## config.mk

```make
export PLATFORM = sky130hd
export DESIGN_NAME = hazard_ctrl
export DESIGN_NICKNAME = d
export VERILOG_FILES = /design/src/rtl/cpu_hazard_pkg.sv /design/src/rtl/sat_counter.sv /design/src/rtl/hazard_ctrl.sv
export SDC_FILE = /design/constraint.sdc
export NUM_CORES = 1
export LEC_CHECK = 0
export CAP_MARGIN = 20
export CORE_MARGIN = 1
export CORE_UTILIZATION = 25
export DETAILED_ROUTE_END_ITERATION = 8
export GPL_ROUTABILITY_DRIVEN = 1
export GPL_TIMING_DRIVEN = 0
export SKIP_LAST_GASP = 1
export SLEW_MARGIN = 20
export SYNTH_ARGS = -nofsm -noshare
export SYNTH_HDL_FRONTEND = slang
export SYNTH_SLANG_ARGS = --single-unit
export TNS_END_PERCENT = 1
```

## constraint.sdc

```tcl
create_clock -name clk -period 2.6 [get_ports clk]
set_clock_uncertainty 0.1 [all_clocks]
set_input_delay 0.52 -clock clk [delete_from_list [all_inputs] [get_ports clk]]
set_output_delay 0.52 -clock clk [all_outputs]
set_load 0.05 [all_outputs]
```

## src/rtl/cpu_hazard_pkg.sv

```systemverilog
// Shared definitions for the pipeline hazard controller.
package cpu_hazard_pkg;

  // Hazard FSM state encoding.
  typedef enum logic {
    RUN       = 1'b0,
    LOAD_WAIT = 1'b1
  } hz_state_e;

  // Register $zero is hard-wired, so it never creates a data hazard.
  localparam int REG_ZERO = 0;

endpackage

```

## src/rtl/sat_counter.sv

```systemverilog
// Saturating event counter with synchronous clear.
module sat_counter #(
  parameter int CNT_W = 32
) (
  input  logic             clk,
  input  logic             reset,
  input  logic             clr,
  input  logic             inc,
  output logic [CNT_W-1:0] count
);

  // Clear wins over increment; the count holds once it reaches all-ones.
  always_ff @(posedge clk) begin
    if (reset || clr) begin
      count <= '0;
    end else if (inc && (count != '1)) begin
      count <= count + CNT_W'(1);
    end
  end

endmodule

```

## src/rtl/hazard_ctrl.sv

```systemverilog
// Hazard controller for the 5-stage pipeline: load-use stalls of configurable
// length, HI/LO interlock, data-memory freeze, branch/jump flushes and
// stall/flush performance counters.
module hazard_ctrl
  import cpu_hazard_pkg::*;
#(
  parameter int ADDR_W   = 5,
  parameter int LOAD_LAT = 1,
  parameter int MD_EN    = 1,
  parameter int CNT_W    = 32
) (
  input  logic              clk,
  input  logic              reset,
  input  logic [ADDR_W-1:0] id_rs,
  input  logic [ADDR_W-1:0] id_rt,
  input  logic              id_uses_rs,
  input  logic              id_uses_rt,
  input  logic              id_uses_hilo,
  input  logic [ADDR_W-1:0] ex_rt,
  input  logic              ex_mem_read,
  input  logic              jump,
  input  logic              branch,
  input  logic              md_start,
  input  logic              md_done,
  input  logic              dmem_stall,
  input  logic              perf_clr,
  output logic              pc_stall,
  output logic              if_id_stall,
  output logic              if_id_flush,
  output logic              id_ex_stall,
  output logic              id_ex_flush,
  output logic              ex_mem_stall,
  output logic [CNT_W-1:0]  stall_cycles,
  output logic [CNT_W-1:0]  flush_cycles
);

  // LOAD_WAIT covers the bubbles after the first one, so it starts at LAT-1.
  localparam logic [3:0] LCNT_INIT = 4'(LOAD_LAT - 1);

  hz_state_e  state, state_nxt;
  logic [3:0] lcnt, lcnt_nxt;
  logic       md_busy, md_busy_nxt;
  logic       luh;
  logic       hlh;
  logic       front_stall;

  // Hazard detection on the instruction sitting in ID.
  always_comb begin
    luh = ex_mem_read && (ex_rt != ADDR_W'(REG_ZERO)) &&
          ((id_uses_rs && (ex_rt == id_rs)) || (id_uses_rt && (ex_rt == id_rt)));
    hlh = (MD_EN != 0) && md_busy && id_uses_hilo && !md_done;
    front_stall = luh || (state == LOAD_WAIT) || hlh;
  end

  // Prioritised pipeline controls and FSM next state.
  always_comb begin
    pc_stall     = 1'b0;
    if_id_stall  = 1'b0;
    if_id_flush  = 1'b0;
    id_ex_stall  = 1'b0;
    id_ex_flush  = 1'b0;
    ex_mem_stall = 1'b0;
    state_nxt    = state;
    lcnt_nxt     = lcnt;

    if (reset) begin
      // Everything held low; registers are reset in the state process.
    end else if (dmem_stall) begin
      // Freeze the whole pipeline and the FSM.
      pc_stall     = 1'b1;
      if_id_stall  = 1'b1;
      id_ex_stall  = 1'b1;
      ex_mem_stall = 1'b1;
    end else if (branch) begin
      // A taken branch squashes the wrong-path work and aborts any load wait.
      if_id_flush = 1'b1;
      id_ex_flush = 1'b1;
      state_nxt   = RUN;
    end else if (front_stall) begin
      pc_stall    = 1'b1;
      if_id_stall = 1'b1;
      id_ex_flush = 1'b1;
      if (state == RUN) begin
        if (luh && (LOAD_LAT > 1)) begin
          state_nxt = LOAD_WAIT;
          lcnt_nxt  = LCNT_INIT;
        end
      end else begin
        if (lcnt == 4'd1) begin
          state_nxt = RUN;
        end
        lcnt_nxt = lcnt - 4'd1;
      end
    end else if (jump) begin
      // A jump held behind a stall flushes only once the stall releases.
      if_id_flush = 1'b1;
    end
  end

  // HI/LO busy tracking; a new issue is ignored while memory freezes EX.
  always_comb begin
    md_busy_nxt = md_busy;
    if (MD_EN != 0) begin
      if (md_start && !dmem_stall) begin
        md_busy_nxt = 1'b1;
      end else if (md_done) begin
        md_busy_nxt = 1'b0;
      end
    end
  end

  // Control state registers.
  always_ff @(posedge clk) begin
    if (reset) begin
      state   <= RUN;
      lcnt    <= 4'd0;
      md_busy <= 1'b0;
    end else begin
      state   <= state_nxt;
      lcnt    <= lcnt_nxt;
      md_busy <= md_busy_nxt;
    end
  end

  sat_counter #(.CNT_W(CNT_W)) u_stall_cnt (
    .clk   (clk),
    .reset (reset),
    .clr   (perf_clr),
    .inc   (pc_stall),
    .count (stall_cycles)
  );

  sat_counter #(.CNT_W(CNT_W)) u_flush_cnt (
    .clk   (clk),
    .reset (reset),
    .clr   (perf_clr),
    .inc   (if_id_flush),
    .count (flush_cycles)
  );

endmodule
```

After elaboration in Yosys (flattened, before gate mapping)
Index checks and enable logic that the tools add are counted.
W data, S select, Z words.
- logic and storage cells: 55
- output and inout port bits: 70
- flip-flop bits (word level): 70
- ROM bits: 0
- bits in writable memories: 0
- latch bits: 0
- bits of input ports: 27
- memories kept: 0
- divide/modulo/power cells: 0
- order comparisons: 0
- bitwise gates (word level): 2
- reductions and logical operators: 20
- equality and inequality tests: 5
- $mul: 0
- shifts and indexed selects: 0
- mux-type cells: 20
- add/sub/neg operators: 3
- operators with widths (operator ; count):
    $add A32 B1 Y32 const B ; 2
    $ne A32 B32 Y1 const B ; 2
    $mux W1 ; 20
    $eq A5 B5 Y1 ; 2
    $logic_and A1 B1 Y1 ; 9
    $reduce_bool A5 Y1 ; 1
    $eq A4 B1 Y1 const B ; 1
    $logic_or A1 B1 Y1 ; 4
    $reduce_and A4 Y1 ; 1
    $reduce_bool A2 Y1 ; 2
    $sub A4 B1 Y4 const B ; 1
    $logic_not A1 Y1 ; 2
    $not A1 Y1 ; 2
    $reduce_and A2 Y1 ; 1

Longest topological paths before layout
Gate-level depths: netlist (run 1).
- depth after elaboration: 11
- depth in mapped cells: 9
- depth with buffers taken out: 7

By module
A second synthesis (run 1) with hierarchy kept.
- cells, all modules: 439
- area total of the unflattened synthesis: 3876.2 µm²
- by module, submodules not included (module ; instances ; seq. area each (µm²) ; area an instance (µm²) ; cells each):
    sat_counter ; 2 ; 640.6 ; 1681.6 ; 189
    hazard_ctrl ; 1 ; 120.1 ; 513.0 ; 61

Least setup slack after synthesis (run 1)
No wires, ideal clock.
- kind: input port to output port
- start: input port ex_rt[1]
- end: output port pc_stall
- setup slack: -0.485 ns
- data arrival time: 2.465 ns
- stages: 8
- data required time: 1.980 ns
- path buffers: 3
- path through: or4_1 o21ai_2 nor2_1 a21oi_2 clkbuf_1 buf_2 inv_1 buf_4
- word-level cells in the longest chain between the ends: 10
- elaborated cells on any way between the ends: 14
- classes of those cells: eq/ne: 2; mux: 4; reduce/logical: 8
- RTL lines (what ; RTL line ; text):
    start: declaration ; hazard_ctrl.sv:19 ; input logic [ADDR_W-1:0] ex_rt,
    $eq A5 B5 Y1 ; hazard_ctrl.sv:50 ; ((id_uses_rs && (ex_rt == id_rs)) || (id_uses_rt && (ex_rt == id_rt)));
    $logic_and A1 B1 Y1 ; hazard_ctrl.sv:50 ;
    $logic_or A1 B1 Y1 ; hazard_ctrl.sv:50 ;
    $logic_and A1 B1 Y1 * ; hazard_ctrl.sv:49 ; luh = ex_mem_read && (ex_rt != ADDR_W'(REG_ZERO)) &&
    $logic_or A1 B1 Y1 * (2 in a row) ; hazard_ctrl.sv:52 ; front_stall = luh || (state == LOAD_WAIT) || hlh;
    $mux W1 * (4 in a row) ; n/a ;
    end: declaration ; hazard_ctrl.sv:27 ; output logic pc_stall,
Every way passes the cells marked *; elsewhere a longest branch is shown, timed or not.

Final worst setup path (run 1)
- start: input port jump
- end: output port if_id_flush
- word-level cells in the longest chain between the ends: 5
- RTL lines (what ; RTL line ; text):
    start: declaration ; hazard_ctrl.sv:21 ; input logic jump,
    $mux W1 ; hazard_ctrl.sv:94 ; end else if (jump) begin
    $mux W1 ; hazard_ctrl.sv:79 ; end else if (front_stall) begin
    $mux W1 ; hazard_ctrl.sv:74 ; end else if (branch) begin
    $mux W1 ; hazard_ctrl.sv:68 ; end else if (dmem_stall) begin
    $mux W1 ; hazard_ctrl.sv:66 ; if (reset) begin
    end: declaration ; hazard_ctrl.sv:29 ; output logic if_id_flush,
Every way passes these cells.

==> results of run 1 <==
==> sequential cells by signal, indices dropped and copies added, names as in the netlist <==
register,flops
u_flush_cnt.count,32
lcnt,4
u_stall_cnt.count,32
state,1
md_busy,1
==> cell type report <==
| cell class | count | area (µm²) |
|---|---|---|
| Fill cell | 1568 | 9640 |
| Multi-Input combinational cell | 388 | 2410 |
| Sequential cell | 70 | 1400 |
| Timing Repair Buffer | 103 | 1010 |
| Clock buffer | 13 | 260 |
| Tap cell | 188 | 235 |
| Buffer | 25 | 154 |
| Inverter | 9 | 45.0 |
| Clock inverter | 3 | 42.5 |
==> critical path, cell delays in order <==
cell and delay, ns:
clkdlybuf4s50_1 0.46, inv_1 0.05, a211oi_2 0.18, buf_4 0.17
o221ai_4 0.11, a211o_1 0.37, buf_8 0.15, inv_8 0.07
buf_8 0.14
==> where the power goes <==
group	internal, W	switching, W	total (W)
registers	0.00107	0.00000213	0.00108
logic	0.0000952	0.000137	0.000232
clock network	0.000795	0.000480	0.00127
==> repair_timing <==
item / 4_1_cts / 5_1_grt
pin swaps: 14 / 4
hold buffers: 0 / 0
buffers inserted: 7 / 1
endpoints found under the setup margin: 69 / 63
endpoints found under the hold margin: 0 / 0
gates resized for setup: 73 / 8
==> routing by layer <==
metal / part of all wire, % / global-route usage (%) / vias up
li1: - / - / 2114
met1: 45 / 21.7 / 2049
met2: 46 / 26.4 / 173
met3: 6.9 / 3.92 / 20
met4: 2.1 / 6.52 / 0
met5: 0 / 0 / -
==> kinds of logic after synthesis <==
group                      count (synthesis)
AOI/OAI and AO/OA                        134
xor gates and xnor gates                  13
adders and majority gates                  4
buffers and inverters                     34
DFF                                       70
muxes                                      3
and+or+nand+nor                          234
==> path summary, 6_finish.rpt <==
kind | to | slack (ns) | cells past startpoint
setup / recovery | if_id_flush | -0.25 | 9
hold / removal | u_flush_cnt.count[30] | 0.40 | 2
setup reg to reg | u_stall_cnt.count[22] | -0.01 | 6
hold reg to reg | u_flush_cnt.count[30] | 0.40 | 2
==> cell usage in the layout, fill, tap and decap left out, types with 3 or more instances in the layout <==
| master | count |
|---|---|
| nand4_1 | 28 |
| or4_1 | 17 |
| or2_2 | 3 |
| a21oi_1 | 50 |
| xnor2_1 | 11 |
| o21ai_0 | 34 |
| mux2i_1 | 3 |
| nand2_1 | 42 |
| dfxtp_1 | 70 |
| o311ai_0 | 3 |
| o31ai_1 | 13 |
| nand3_1 | 31 |
| nor3_1 | 6 |
| nor4_1 | 3 |
| a41o_1 | 4 |
| a31oi_1 | 4 |
| o211ai_1 | 5 |
| inv_1 | 7 |
| or3_1 | 42 |
| and3_1 | 11 |
| clkbuf_16 | 9 |
| dlygate4sd2_1 | 10 |
| clkdlybuf4s50_1 | 75 |
| o41ai_1 | 4 |
| buf_8 | 7 |
| clkbuf_1 | 17 |
| ha_1 | 4 |
| and2_1 | 7 |
| and4_1 | 8 |
| nor2_1 | 25 |
| buf_4 | 10 |
| buf_2 | 5 |
==> metrics by stage <==
step / std cells / setup TNS (ns) / setup WS (ns)
2_1_floorplan: 492 / -1.44 / -0.361
3_3_place_gp: 775 / -44.47 / -1.73
3_5_place_dp: 775 / -47.69 / -1.74
4_1_cts: 798 / -4.00 / -0.269
5_1_grt: 799 / -9.72 / -0.314
6_report: 799 / -3.44 / -0.246
==> metrics.csv, run 1 <==
stage,metric,value,unit
run_status,outcome,"finished, violations left",
run_status,failing checks,setup timing,
global_route,vias in the first global route,4142,
worst_hold_path,hold_sp,u_flush_cnt.count[30],
yosys,post-synthesis simple-gate area fraction,34.0,%
timing,Slew Limit Fails,0,
job,max cap viols,0,
clocking,number of H-tree levels,3,
placed_design,DPL Wire Length,9430,µm
pwr,overall power,0.00258,W
clocking,number of clock sinks,70,
pwr,peak supply drop,0.358,mV
detailed_routing,residual DRC count,0,
timing,max frequency,351,MHz
timing,Finish-stage setup viols,36,
finish,"Design Area, Final",5560,µm²
yosys,mux contribution to synthesized area,0.774,%
yosys,top-count cell post-synth,dfxtp_1,
yosys,Mapped Nets,523,
setup_path,worst r2r src,u_stall_cnt.count[7],
timing,RSZ-0062 raised after global routing,yes,
die,Die Width,127,µm
setup_path,critical path class,input port to output port,
timing,fin worst setup slack,-0.246,ns
finish,Antenna Diode Count,0,
clocking,clock transition at the registers of the reported paths,0.05,ns
yosys,ys flop type,dfxtp_1,
global_route,largest net degree at the start of global routing,12,
timing,Slew HR,45.3,%
setup_path,worst-path fanout max,5,
detailed_routing,via count,4356,
yosys,synthesized instance count,492,
clocking,"Clk Latency, worst-skew pair",0.34,ns
worst_hold_path,hold crit path type,register to register,
global_route,first-pass GRT wire length,21200,µm
finish,fin nets,637,
detailed_routing,initial DRC count,312,
finish,"Core Util, Final",36.6,%
die,IO Count,97,
timing,worst slew pin tran,0.817,ns
yosys,Synth top area share,36.1,%
timing,fin crit share,109,%
die,die footprint,16000,µm²
die,num rows,45,
yosys,"flops & latches, synth",70,
timing,hold slack,0.403,ns
yosys,Post-synth top cells,"dfxtp_1 (70), a21oi_1 (51), nand2_1 (42), or3_1 (42), o21ai_0 (34)",
setup_path,Worst setup startpoint,jump,
yosys,post-synth top area cell,dfxtp_1,
pwr,PD cells,465,nW/µm²
setup_path,Worst EP arrival,2.23,ns
setup_path,CP Capture Type,output port,
yosys,Ys Warns,0,
yosys,syn_area_per_cell,7.89,µm²
yosys,"EDFF count, synth",0,
timing,number of hold violations in the final report,0,
global_route,Congestion Overflow GR,0,
finish,P&R area growth vs syn,43.2,%
die,initial core utilization,25.5,%
yosys,Post-Syn Area,3880,µm²
die,core box area,15200,µm²
clocking,CTS tree,built,
placed_design,gp weighted congestion,0.879,
yosys,top area cells in the synthesized netlist,"dfxtp_1 (36%), or3_1 (6.8%), a21oi_1 (6.6%)",
global_route,initial antenna violation count,0,
clocking,number of CTS-inserted buffers,9,
finish,share of cells above drive strength 1,9.82,%
detailed_routing,Routed wire per std cell,16.1,µm
yosys,asr flop ratio synth,0,%
pwr,LEAKAGE,1.77,nW
yosys,largest family of logic cells by synthesized area,simple AND/OR/NAND/NOR gates,
timing,clock period minus worst slack,2.85,ns
yosys,Adder-Cell Fraction of Synth Area,1.29,%
setup_path,type of origin of the critical path,input port,
die,die height,127,µm
yosys,Yosys cell types,47,
detailed_routing,First-pass DRT Iterations,5,
placed_design,Post-DP Area,5100,µm²
yosys,sequential-to-total area share from yosys stat,36.1,%
global_route,total track usage,16.6,%
detailed_routing,antenna-violating nets left,0,
setup_path,Worst Path Required,1.98,ns
yosys,post-synthesis xor/xnor area fraction,2.93,%
clocking,Max Root-Sink Buffers,2,
yosys,post-synthesis compound-gate area fraction,21.1,%
clocking,CTS root buf,clkbuf_16,
placed_design,port buffer count,95,
detailed_routing,final wirelength,12900,µm
detailed_routing,vias per inst,5.45,
(Power assumes the default switching activity.)
==> run 2, diff against run 1 <==
- CTS_BUF_LIST: unset -> sky130_fd_sc_hd__clkbuf_8
==> run 2 against run 1 <==
Against the previous run:
- the flow still finishes with violations (setup timing)
- routed wire length shrank 0.27%
- global-route usage shrank 0.063 points
- fmax shrank 0.13%
- power shrank 14%
- register-to-register slack lost 0.06 ns
- core utilization shrank 0.67 points
- sequential share of layout area grew 0.47 points
- critical path type unchanged
==> metrics.csv, run 2 (synthesized netlist as in run 1, its figures left out) <==
stage,metric,value,unit
timing,RSZ-0062 raised after global routing,yes,
finish,Antenna Diode Count,0,
die,num rows,45,
run_status,outcome,"finished, violations left",
timing,worst slew pin tran,0.801,ns
timing,fin worst setup slack,-0.250,ns
pwr,Flop pwr share,48.1,%
setup_path,type of origin of the critical path,input port,
finish,largest registers,"u_flush_cnt.count (32), u_stall_cnt.count (32), lcnt (4)",
timing,number of hold violations in the final report,0,
setup_path,worst-path fanout max,5,
clocking,cts hold-fix bufs,0,
clocking,clock transition at the registers of the reported paths,0.07,ns
global_route,largest net degree at the start of global routing,12,
timing,clock period minus worst slack,2.85,ns
placed_design,port buffer count,95,
timing,max frequency,351,MHz
placed_design,Post-Place Cells,775,
global_route,Congestion Overflow GR,0,
timing,Slew HR,46.4,%
die,Die Width,127,µm
timing,hold slack,0.405,ns
clocking,CTS tree,built,
detailed_routing,met1 wire length,5680,µm
setup_path,Reg2Reg Depth,6,
worst_hold_path,hold crit path type,register to register,
pwr,LEAKAGE,1.73,nW
placed_design,DPL Wire Length,9430,µm
global_route,initial antenna violation count,0,
detailed_routing,via count,4384,
detailed_routing,residual DRC count,0,
finish,Final Non-Filler Cells,799,
job,max cap viols,0,
detailed_routing,final wirelength,12800,µm
die,IO Count,97,
setup_path,CP Capture Type,output port,
clocking,number of clock sinks,70,
timing,Finish-stage setup viols,38,
clocking,number of H-tree levels,3,
worst_hold_path,WHS Path Cells,2,
pwr,Sw Share,25.9,%
detailed_routing,top sig layer,met4,
detailed_routing,routed wl met2,5970,µm
die,core box area,15200,µm²
global_route,vias in the first global route,4125,
clocking,CTS root buf,clkbuf_8,
finish,"most common cell after layout, fill and taps aside",clkdlybuf4s50_1,
setup_path,Worst Path Required,1.98,ns
placed_design,pre-CTS setup slack,-1.74,ns
finish,fin nets,637,
finish,P&R area growth vs syn,40.6,%
pwr,clock share of power,41.5,%
global_route,total track usage,16.5,%
setup_path,Worst EP arrival,2.23,ns
pwr,PD cells,410,nW/µm²
placed_design,gp weighted congestion,0.879,
detailed_routing,vias per inst,5.49,
detailed_routing,initial DRC count,306,
pwr,internal power,0.00166,W
detailed_routing,met3 routed WL,926,µm
detailed_routing,First-pass DRT Iterations,5,
finish,share of cells above drive strength 1,9.82,%
finish,"Core Util, Final",35.9,%
die,initial core utilization,25.5,%
timing,fin crit share,110,%
setup_path,critical path class,input port to output port,
global_route,first-pass GRT wire length,21100,µm
clocking,"Clk Latency, worst-skew pair",0.36,ns
die,die height,127,µm
pwr,Gate power share,10.4,%
timing,total negative slack,-2.39,ns
timing,Slew Limit Fails,0,
run_status,failing checks,setup timing,
clocking,Max Root-Sink Buffers,2,
detailed_routing,Routed wire per std cell,16.1,µm
clocking,number of CTS-inserted buffers,9,
detailed_routing,antenna-violating nets left,0,
finish,most frequent cells in the layout,"clkdlybuf4s50_1 (75), dfxtp_1 (70), a21oi_1 (50)",
pwr,Net Switching,0.000579,W
die,die footprint,16000,µm²
pwr,peak supply drop,0.210,mV
-- run 2: power groups by stage --
| stage | registers [W] | clock network (W) | logic [W] |
|---|---|---|---|
| finish | 0.00108 | 0.000927 | 0.000232 |
| global route | 0.00108 | 0.000992 | 0.000249 |
| CTS | 0.00108 | 0.000949 | 0.000230 |
| detailed placement | 0.00110 | 0 | 0.000208 |
| global placement | 0.00110 | 0 | 0.000205 |
| floorplan | 0.00110 | 0 | 0.000108 |
-- run 2: final timing paths --
| check | start | end | slack (ns) |
|---|---|---|---|
| max | jump | if_id_flush | -0.25 |
| min | u_flush_cnt.count[30] | u_flush_cnt.count[30] | 0.41 |
| max reg2reg | u_stall_cnt.count[7] | u_stall_cnt.count[22] | -0.07 |
| min reg2reg | u_flush_cnt.count[30] | u_flush_cnt.count[30] | 0.41 |
-- run 2: per-layer routing --
metal	vias up	GRT usage, %
met5	-	0
met4	0	6.24
met3	24	3.54
met2	196	26.5
met1	2046	21.8
li1	2118	-
-- run 2: through the flow --
| stage | area, µm² | total power (W) |
|---|---|---|
| finish | 5460 | 0.00223 |
| CTS | 5430 | 0.00225 |
| floorplan | 3920 | 0.00121 |
| global placement | 5100 | 0.00131 |
| global route | 5460 | 0.00232 |
| detailed placement | 5100 | 0.00131 |
-- run 2: area by class of cell --
cell class | instances | area [µm²]
multi-input combinational | 388 | 2410
fill | 1580 | 9750
clock buffer | 11 | 151
sequential | 70 | 1400
buffer | 25 | 154
timing repair buffer | 103 | 1010
tap | 188 | 235
inverter | 9 | 45.0
clock inverter | 5 | 50.0
-- run 2: critical path, stage by stage --
cell             delay [ns]
clkdlybuf4s50_1        0.46
inv_1                  0.05
a211oi_2               0.18
buf_4                  0.17
o221ai_4               0.11
a211o_1                0.37
buf_8                  0.15
inv_8                  0.07
buf_8                  0.14
-- run 2: what timing repair did --
item | 4_1_cts | 5_1_grt
setup buffers | 7 | 1
cloned | 0 | 0
endpoints found under the hold margin | 0 | 0
gates resized for setup | 73 | 8
pin swaps | 14 | 4
endpoints found under the setup margin | 69 | 61
